File: src/rtl/appr_divider.sv
`default_nettype none
// ============================================================================
// Module      : appr_divider
// Description : Sequential approximate unsigned divider. Operands are
//               normalised by iterative left shift, truncated to an M-bit
//               mantissa, divided with a W-cycle restoring divider and the
//               quotient is shifted back into place. start/done handshake.
// Revision    : 1.0 - initial release
// ============================================================================
module appr_divider #(
    parameter int W = 16,
    parameter int M = 8
) (
    input  logic         clk,
    input  logic         rst,          // asynchronous, active low
    input  logic         start,
    input  logic [W-1:0] a_in,
    input  logic [W-1:0] b_in,
    output logic         busy,
    output logic         done,
    output logic [W-1:0] result,
    output logic         div_by_zero
);

    // Leading-zero counters and the DIV step counter share this width.
    localparam int c_CNT_W = $clog2(W);
    // Shift amount 8 + lza - lzb held as a two's complement value.
    localparam int c_SH_W  = c_CNT_W + 2;

    typedef enum logic [2:0] {
        S_IDLE  = 3'd0,
        S_LZD   = 3'd1,
        S_DIV   = 3'd2,
        S_ALIGN = 3'd3,
        S_DONE  = 3'd4
    } state_t;

    state_t               r_state;
    state_t               w_next;

    logic [W-1:0]         r_a;
    logic [W-1:0]         r_b;
    logic [c_CNT_W-1:0]   r_lza;
    logic [c_CNT_W-1:0]   r_lzb;
    logic [W-1:0]         r_quo;     // dividend bits shift out, quotient bits shift in
    logic [M-1:0]         r_rem;
    logic [M-1:0]         r_mb;
    logic [c_CNT_W-1:0]   r_cnt;
    logic [W-1:0]         r_result;
    logic                 r_dbz;

    logic                 w_msb_both;
    logic                 w_div_last;
    logic                 w_zero_op;
    logic [M:0]           w_rem_sh;
    logic                 w_ge;
    logic [M-1:0]         w_rem_sub;
    logic [M-1:0]         w_rem_nx;
    logic [c_SH_W-1:0]    w_s;
    logic [c_SH_W-1:0]    w_s_neg;
    logic [W-1:0]         w_aligned;

    assign w_msb_both = r_a[W-1] & r_b[W-1];
    assign w_div_last = (r_cnt == c_CNT_W'(W - 1));
    assign w_zero_op  = (a_in == '0) || (b_in == '0);

    // One restoring-division step: bring down the next dividend bit and
    // subtract the divisor mantissa when it fits. The partial remainder is
    // always below mb, so the low M bits of the difference are exact.
    assign w_rem_sh  = {r_rem, r_quo[W-1]};
    assign w_ge      = (w_rem_sh >= {1'b0, r_mb});
    assign w_rem_sub = w_rem_sh[M-1:0] - r_mb;
    assign w_rem_nx  = w_ge ? w_rem_sub : w_rem_sh[M-1:0];

    // Realignment: s = M + lza - lzb, right shift when s >= 0, otherwise
    // left shift by -s (at most 7, so the 9-bit quotient cannot overflow).
    assign w_s       = c_SH_W'(M) + {2'b00, r_lza} - {2'b00, r_lzb};
    assign w_s_neg   = c_SH_W'(0) - w_s;
    assign w_aligned = w_s[c_SH_W-1] ? (r_quo << w_s_neg) : (r_quo >> w_s);

    assign result      = r_result;
    assign div_by_zero = r_dbz;

    // State register.
    always_ff @(posedge clk or negedge rst) begin
        if (!rst) begin
            r_state <= S_IDLE;
        end else begin
            r_state <= w_next;
        end
    end

    // Next-state decode and handshake outputs. Zero operands take the short
    // path through ALIGN so every result is loaded on the same DONE-entry edge.
    always_comb begin
        w_next = r_state;
        busy   = 1'b1;
        done   = 1'b0;
        case (r_state)
            S_IDLE: begin
                busy = 1'b0;
                if (start) begin
                    w_next = w_zero_op ? S_ALIGN : S_LZD;
                end
            end
            S_LZD: begin
                if (w_msb_both) begin
                    w_next = S_DIV;
                end
            end
            S_DIV: begin
                if (w_div_last) begin
                    w_next = S_ALIGN;
                end
            end
            S_ALIGN: begin
                w_next = S_DONE;
            end
            S_DONE: begin
                done   = 1'b1;
                w_next = S_IDLE;
            end
            default: begin
                w_next = S_IDLE;
            end
        endcase
    end

    // Datapath: operand capture, normalisation, division and realignment.
    always_ff @(posedge clk or negedge rst) begin
        if (!rst) begin
            r_a      <= '0;
            r_b      <= '0;
            r_lza    <= '0;
            r_lzb    <= '0;
            r_quo    <= '0;
            r_rem    <= '0;
            r_mb     <= '0;
            r_cnt    <= '0;
            r_result <= '0;
            r_dbz    <= 1'b0;
        end else begin
            case (r_state)
                S_IDLE: begin
                    if (start) begin
                        r_a   <= a_in;
                        r_b   <= b_in;
                        r_lza <= '0;
                        r_lzb <= '0;
                    end
                end
                S_LZD: begin
                    if (w_msb_both) begin
                        r_quo <= {r_a[W-1:W-M], {(W-M){1'b0}}};
                        r_mb  <= r_b[W-1:W-M];
                        r_rem <= '0;
                        r_cnt <= '0;
                    end else begin
                        if (!r_a[W-1]) begin
                            r_a   <= r_a << 1;
                            r_lza <= r_lza + c_CNT_W'(1);
                        end
                        if (!r_b[W-1]) begin
                            r_b   <= r_b << 1;
                            r_lzb <= r_lzb + c_CNT_W'(1);
                        end
                    end
                end
                S_DIV: begin
                    r_rem <= w_rem_nx;
                    r_quo <= {r_quo[W-2:0], w_ge};
                    r_cnt <= r_cnt + c_CNT_W'(1);
                end
                S_ALIGN: begin
                    // Normalised operands are never zero, so these tests
                    // only fire on the short path from IDLE.
                    if (r_b == '0) begin
                        r_result <= '1;
                        r_dbz    <= 1'b1;
                    end else if (r_a == '0) begin
                        r_result <= '0;
                        r_dbz    <= 1'b0;
                    end else begin
                        r_result <= w_aligned;
                        r_dbz    <= 1'b0;
                    end
                end
                default: begin
                end
            endcase
        end
    end

endmodule
`default_nettype wire
File: config.mk
export PLATFORM = sky130hd
export DESIGN_NAME = appr_divider
export DESIGN_NICKNAME = d
export VERILOG_FILES = /design/src/rtl/appr_divider.sv
export SDC_FILE = /design/constraint.sdc
export NUM_CORES = 1
export LEC_CHECK = 0
export ABC_AREA = 1
export CORE_MARGIN = 8
export CORE_UTILIZATION = 53
export DETAILED_ROUTE_END_ITERATION = 6
export PLACE_DENSITY = 0.79
export SLEW_MARGIN = 20
export SYNTH_ARGS = -nofsm -noshare
export SYNTH_HDL_FRONTEND = slang
export SYNTH_SLANG_ARGS = --single-unit
File: constraint.sdc
create_clock -name clk -period 2.6 [get_ports clk]
set_clock_uncertainty 0.15 [all_clocks]
set_input_delay 0.65 -clock clk [delete_from_list [all_inputs] [get_ports clk]]
set_output_delay 0.65 -clock clk [all_outputs]
set_load 0.01 [all_outputs]
==> results.json, run 1 <==
{
  "yosysSeqAreaShare_pct": 37.8,
  "tightest_slew_ns": 0.725,
  "wirelength_mm": 18.0,
  "routedWlPerCell_um": 15.8,
  "setup_ws_ns": -0.275,
  "worstPathCellList": "ha_4 > ha_4 > inv_2 > fa_2 > nand3_4 > nor2_4 > nand3_4 > nand2_8 > buf_6 > nand3_4 > nand3_2 > o21ai_2 > o21ai_1 > nand2_1 > nand2_1",
  "ys_types": 45,
  "clkSlewWorstSetupHoldPaths_ns": 0.06,
  "setup_viol": 16,
  "gp_congestion": 0.936,
  "fin_crit_ns": 2.87,
  "die_w_um": 125,
  "synth_top_area_share_pct": 37.8,
  "synth_top_family_by_area": "simple AND/OR/NAND/NOR gates",
  "arrival_ns": 3.02,
  "synth_compound_area_share_pct": 18.4,
  "fmax_mhz": 348,
  "cts_tree": "yes",
  "synthAdderAreaFrac_pct": 4.37,
  "areaGrowthSynthToFinish_pct": 29.0,
  "diodes": 0,
  "drv_slew": 0,
  "violations": "setup timing",
  "vias_per_cell": 5.70,
  "syn_nets": 925,
  "die_h_um": 125,
  "worstSkewPairLatency_ns": 0.36,
  "nets": 1043,
  "cts_hold_buffers": 0,
  "relSlewSlack_pct": 51.2,
  "cp-start-kind": "flop",
  "max_stage_delay_ns": 0.58,
  "synth_edf_count": 0,
  "finalHoldViolations": 0,
  "critPathMostFrequentCell": "nand3_4",
  "clockRootBuffer": "clkbuf_16",
  "synthArstFlopShare_pct": 100,
  "grt_pass1_vias": 6188,
  "maxCapViolations": 0,
  "drtIter0Drc": 675,
  "synthesis.area_mm2": 0.00635,
  "synth_ff_type": "dfrtp_1",
  "start_util_pct": 53.6,
  "place_ws_ns": -0.310,
  "firstDrtPassIters": 5,
  "ys_seq_elements": 96,
  "synthXorXnorAreaFrac_pct": 1.22,
  "cts_buffers": 9,
  "yosys_warnings": 0,
  "synth-simple-area-share_pct": 28.2,
  "crit_fanout": 7,
  "rsz0062_at_grt": "true",
  "cts_sinks": 96,
  "synth.avg_cell_area_um2": 7.31,
  "core_mm2": 0.0119,
  "synthTopCellsByArea": "dfrtp_1 (38%), nand2_1 (13%), nand3_1 (6.1%)",
  "drive_above_1_share_pct": 19.2,
  "nFillCells": 949,
  "antenna_found_initial": 0,
  "portBuffers": 53,
  "drc": 0,
  "finalCritPeriodShare_pct": 111,
  "syn-instance-count": 869,
  "htree_levels": 3,
  "antenna_left": 0,
  "worstSetupEndpointType": "flop",
  "place_hpwl_mm": 13.0,
  "synth.area.mux_share_pct": 0,
  "grt_start_max_net_pins": 48,
  "clockBufferDepth": 2,
  "crit_type": "flop to flop",
  "multi_input_area_mm2": 0.00359,
  "die_area_mm2": 0.0157,
  "grt_pass1_wl_mm": 29.7,
  "status": "complete, but fails checks",
  "hold_path.class": "input pin to async pin",
  "routed-via-count": 6494,
  "slowest_stage": "fa_2",
  "top_level_ports": 54,
  "seq_area_mm2": 0.00240,
  "track_usage_pct": 22.9,
  "rows": 40,
  "reg2reg_depth": 15,
  "cp.required_ns": 2.74,
  "synth_top_cell_by_area": "dfrtp_1",
  "gr-total-overflow": 0
}
path summary, 6_finish.rpt:
| path | startpoint | end | slack [ns] |
|---|---|---|---|
| min in group clk | r_mb[7] | r_mb[7] | 0.31 |
| worst max register to register | r_lza[1] | result[5] | -0.27 |
| worst min-delay path | rst | r_lza[3] | 0.1 |
| max in group asynchronous | rst | result[3] | 1.58 |
| worst min register to register | r_mb[7] | r_mb[7] | 0.31 |
| worst max-delay path | r_lza[1] | result[5] | -0.27 |
timing repair:
| item | 4_1_cts | 5_1_grt |
|---|---|---|
| setup buffers | 4 | 6 |
| setup endpoints to repair | 16 | 16 |
| resized for setup | 27 | 33 |
| pin swaps | 24 | 18 |
| cloned | 1 | 0 |
through the flow:
step                      util, %  setup TNS [ns]  instance area, um^2  cells  hold WS, ns
after floorplan                 -          -0.575                 6390    869        0.204
after CTS                    67.5           -2.92                 8000   1133        0.108
after detailed placement     63.6           -4.19                 7540   1112        0.297
after global routing         69.1           -5.62                 8190   1139        0.130
final                        69.1           -3.56                 8190   1139       0.0980
after global placement       63.6           -2.54                 7540   1112        0.293
state kept, by name (all words and copies together), names as in the netlist:
signal / flops
r_lzb: 4
r_a: 16
r_cnt: 4
r_rem: 8
r_b: 16
r_lza: 4
r_state: 3
div_by_zero: 1
result: 16
r_mb: 8
r_quo: 16
area by class of cell:
class                      count  area share, %
timing repair buffer         147           15.9
sequential                    96           29.3
clock inverter                 6          0.626
tap                          147           2.24
multi-input combinational    621           43.8
clock buffer                  10           2.92
inverter                     112           5.18
critical path, delay by kind of cell (launching register included):
family | cells | cell delay, ns
fa+ha+maj | 3 | 1.00
simple gates | 8 | 0.83
flops | 1 | 0.41
compound gates | 2 | 0.25
buf+inv | 2 | 0.17
cell usage in the layout, fill, tap and decap left out, types with 9 or more instances in the layout:
cell type	n
a21oi_1	33
buf_4	86
clkbuf_16	9
clkdlybuf4s50_1	52
dfrtp_1	96
ha_1	16
inv_1	96
inv_2	14
nand2_1	219
nand2_2	11
nand3_1	66
nand3_2	13
nand3_4	9
nand4_1	9
nor2_1	33
nor4_1	14
o211ai_1	14
o21ai_0	69
o21ai_1	15
o221ai_1	28
o22ai_1	10
cells by family (layout without fill, tap and decap cells):
family                   count (synthesis)  in the layout
flip-flops                              96             96
buffers and inverters                  153            275
adder cells (fa/ha/maj)                 21             21
AO/OA/AOI/OAI                          195            195
XOR/XNOR                                 8              8
AND/OR/NAND/NOR                        396            397
metal layers:
metal | global-route usage (%) | vias up | part of all wire (%)
met3 | 4.50 | 39 | 6.1
met5 | 0 | - | 0
li1 | - | 3192 | -
met4 | 8.74 | 0 | 2.9
met1 | 29.3 | 3031 | 42
met2 | 37.5 | 232 | 49
cell usage after synthesis, types with 2 or more instances:
cell	n
nor3_1	4
dfrtp_1	96
fa_1	2
buf_4	3
buf_6	3
nand2_1	228
clkbuf_1	20
inv_1	101
a31oi_1	7
a32o_1	2
nor4_1	14
nand3b_1	2
xnor2_1	3
o211ai_1	14
inv_2	10
a21oi_1	38
o21ai_0	70
buf_2	13
nor2_1	33
xor2_1	4
ha_1	19
nand3_2	9
o221ai_1	28
o21ai_1	18
nand3_1	78
nor2_2	2
nand4_1	9
o22ai_1	10
nand2_2	6
a22o_1	2
or2_2	4
nand2_4	2
o21a_1	3
Power of run 1 is not shown: default switching activity piles up to over one toggle a cycle in this logic, so the estimate is an artifact.
==> inputs of run 2 (changes only) <==
--- a/config.mk
+++ b/config.mk
@@ -7,9 +7,9 @@
 export LEC_CHECK = 0
 export ABC_AREA = 1
 export CORE_MARGIN = 8
-export CORE_UTILIZATION = 53
+export CORE_UTILIZATION = 45
 export DETAILED_ROUTE_END_ITERATION = 6
-export PLACE_DENSITY = 0.79
+export PLACE_DENSITY = 0.67
 export SLEW_MARGIN = 20
 export SYNTH_ARGS = -nofsm -noshare
 export SYNTH_HDL_FRONTEND = slang
==> constraint.sdc (replaced) <==
create_clock -name clk -period 3.4 [get_ports clk]
set_clock_uncertainty 0.15 [all_clocks]
set_input_delay 0.85 -clock clk [delete_from_list [all_inputs] [get_ports clk]]
set_output_delay 0.85 -clock clk [all_outputs]
set_load 0.01 [all_outputs]
==> results.json, run 2 (synthesis gave the netlist of run 1 again) <==
{
  "crit_fanout": 15,
  "mostFrequentLayoutCells": "nand2_1 (228), inv_1 (101), dfrtp_1 (96)",
  "antenna_left": 0,
  "tightest_slew_ns": 0.890,
  "vias_per_cell": 5.43,
  "routed-via-count": 5945,
  "die_w_um": 135,
  "crit_start": "r_lzb[1]",
  "hold_path.class": "flop to flop",
  "finalHoldViolations": 0,
  "worstSkewPairLatency_ns": 0.35,
  "clockRootBuffer": "clkbuf_16",
  "wl_met2_mm": 7.57,
  "drv_slew": 0,
  "gp_congestion": 0.939,
  "start_util_pct": 46.0,
  "crit_type": "flop to flop",
  "track_usage_pct": 18.8,
  "rows": 43,
  "die_area_mm2": 0.0182,
  "postCtsSetupBuffers": 0,
  "fin_crit_ns": 3.05,
  "cts_buffers": 9,
  "status": "complete, no violations",
  "maxCapViolations": 0,
  "wirelength_mm": 16.5,
  "topRoutingLayerUsed": "met4",
  "slowest_stage": "fa_1",
  "diodes": 0,
  "core_mm2": 0.0138,
  "areaGrowthSynthToFinish_pct": 15.3,
  "top_level_ports": 54,
  "fmax_mhz": 328,
  "final_common_cell": "nand2_1",
  "worstSetupEndpointType": "flop",
  "hp-start": "r_mb[7]",
  "r2r_start": "r_lzb[1]",
  "clkSlewWorstSetupHoldPaths_ns": 0.07,
  "arrival_ns": 3.09,
  "finalCritPeriodShare_pct": 89.7,
  "drc": 0,
  "worstPathCellList": "inv_1 > ha_1 > ha_1 > inv_1 > fa_1 > buf_4 > nand3_1 > inv_1 > nand2_1 > nand2_2 > inv_2 > nand2_2 > nor2_1 > o21ai_1 > nand3_1 > nand2_1 > nand3_1",
  "cp.required_ns": 3.44,
  "cts_tree": "yes",
  "setup_tns_ns": 0,
  "grt_pass1_vias": 5632,
  "antenna_found_initial": 0,
  "drive_above_1_share_pct": 7.66,
  "portBuffers": 53,
  "cp-start-kind": "flop",
  "relSlewSlack_pct": 40.5,
  "clockBufferDepth": 2,
  "cts_resized": 0,
  "die_h_um": 135,
  "met3_length_um": 697,
  "grt_pass1_wl_mm": 27.8,
  "wl_met1_mm": 7.91,
  "max_stage_delay_ns": 0.52,
  "setup_viol": 0,
  "firstDrtPassIters": 5,
  "gr-total-overflow": 0,
  "grt_start_max_net_pins": 47,
  "cts_sinks": 96,
  "rsz0062_at_grt": "false",
  "routedWlPerCell_um": 15.1,
  "nets": 965,
  "place_hpwl_mm": 12.5,
  "drtIter0Drc": 463,
  "htree_levels": 3,
  "cts_hold_buffers": 0
}
## run 2: through the flow
| step | setup slack [ns] | util (%) | hold WS [ns] | area (um^2) | std cells |
|---|---|---|---|---|---|
| after floorplan | 0.600 | - | 0.276 | 6350 | 869 |
| after CTS | 0.344 | 53.0 | 0.308 | 7330 | 1094 |
| after detailed placement | 0.368 | 50.9 | 0.294 | 7030 | 1078 |
| after global placement | 0.428 | 50.9 | 0.289 | 7030 | 1078 |
| final | 0.350 | 53.0 | 0.311 | 7330 | 1094 |
| after global routing | 0.0795 | 53.0 | 0.349 | 7330 | 1094 |
## run 2: worst paths after layout
path / slack (ns) / to / cells past startpoint
setup / recovery: 0.35 / result[12] / 17
hold / removal: 0.31 / r_mb[7] / 2
setup reg to reg: 0.35 / result[12] / 17
hold reg to reg: 0.31 / r_mb[7] / 2
max in group asynchronous: 2.09 / result[0] / 2
min in group asynchronous: 0.36 / r_lza[1] / 1
## run 2: cell type report
cell class	instances	area, um^2
Clock buffer	13	270
Clock inverter	3	25.0
Fill cell	1308	6500
Inverter	112	420
Multi-Input combinational cell	620	3320
Sequential cell	96	2400
Tap cell	180	225
Timing Repair Buffer	70	668
## run 2: critical path: cells and delay by family, from the launching register on
kind,cells,cell delay (ns)
AOI/OAI and AO/OA,1,0.09
and+or+nand+nor,8,0.80
adders and majority gates,3,0.98
buffers and inverters,5,0.50
DFF,1,0.36
## run 2: per-layer routing
layer | track usage, % | vias to the layer above
li1 | - | 3025
met1 | 25.0 | 2751
met2 | 29.8 | 141
met3 | 3.60 | 28
met4 | 7.05 | 0
met5 | 0 | -
Power of run 2 is left out for the same reason.
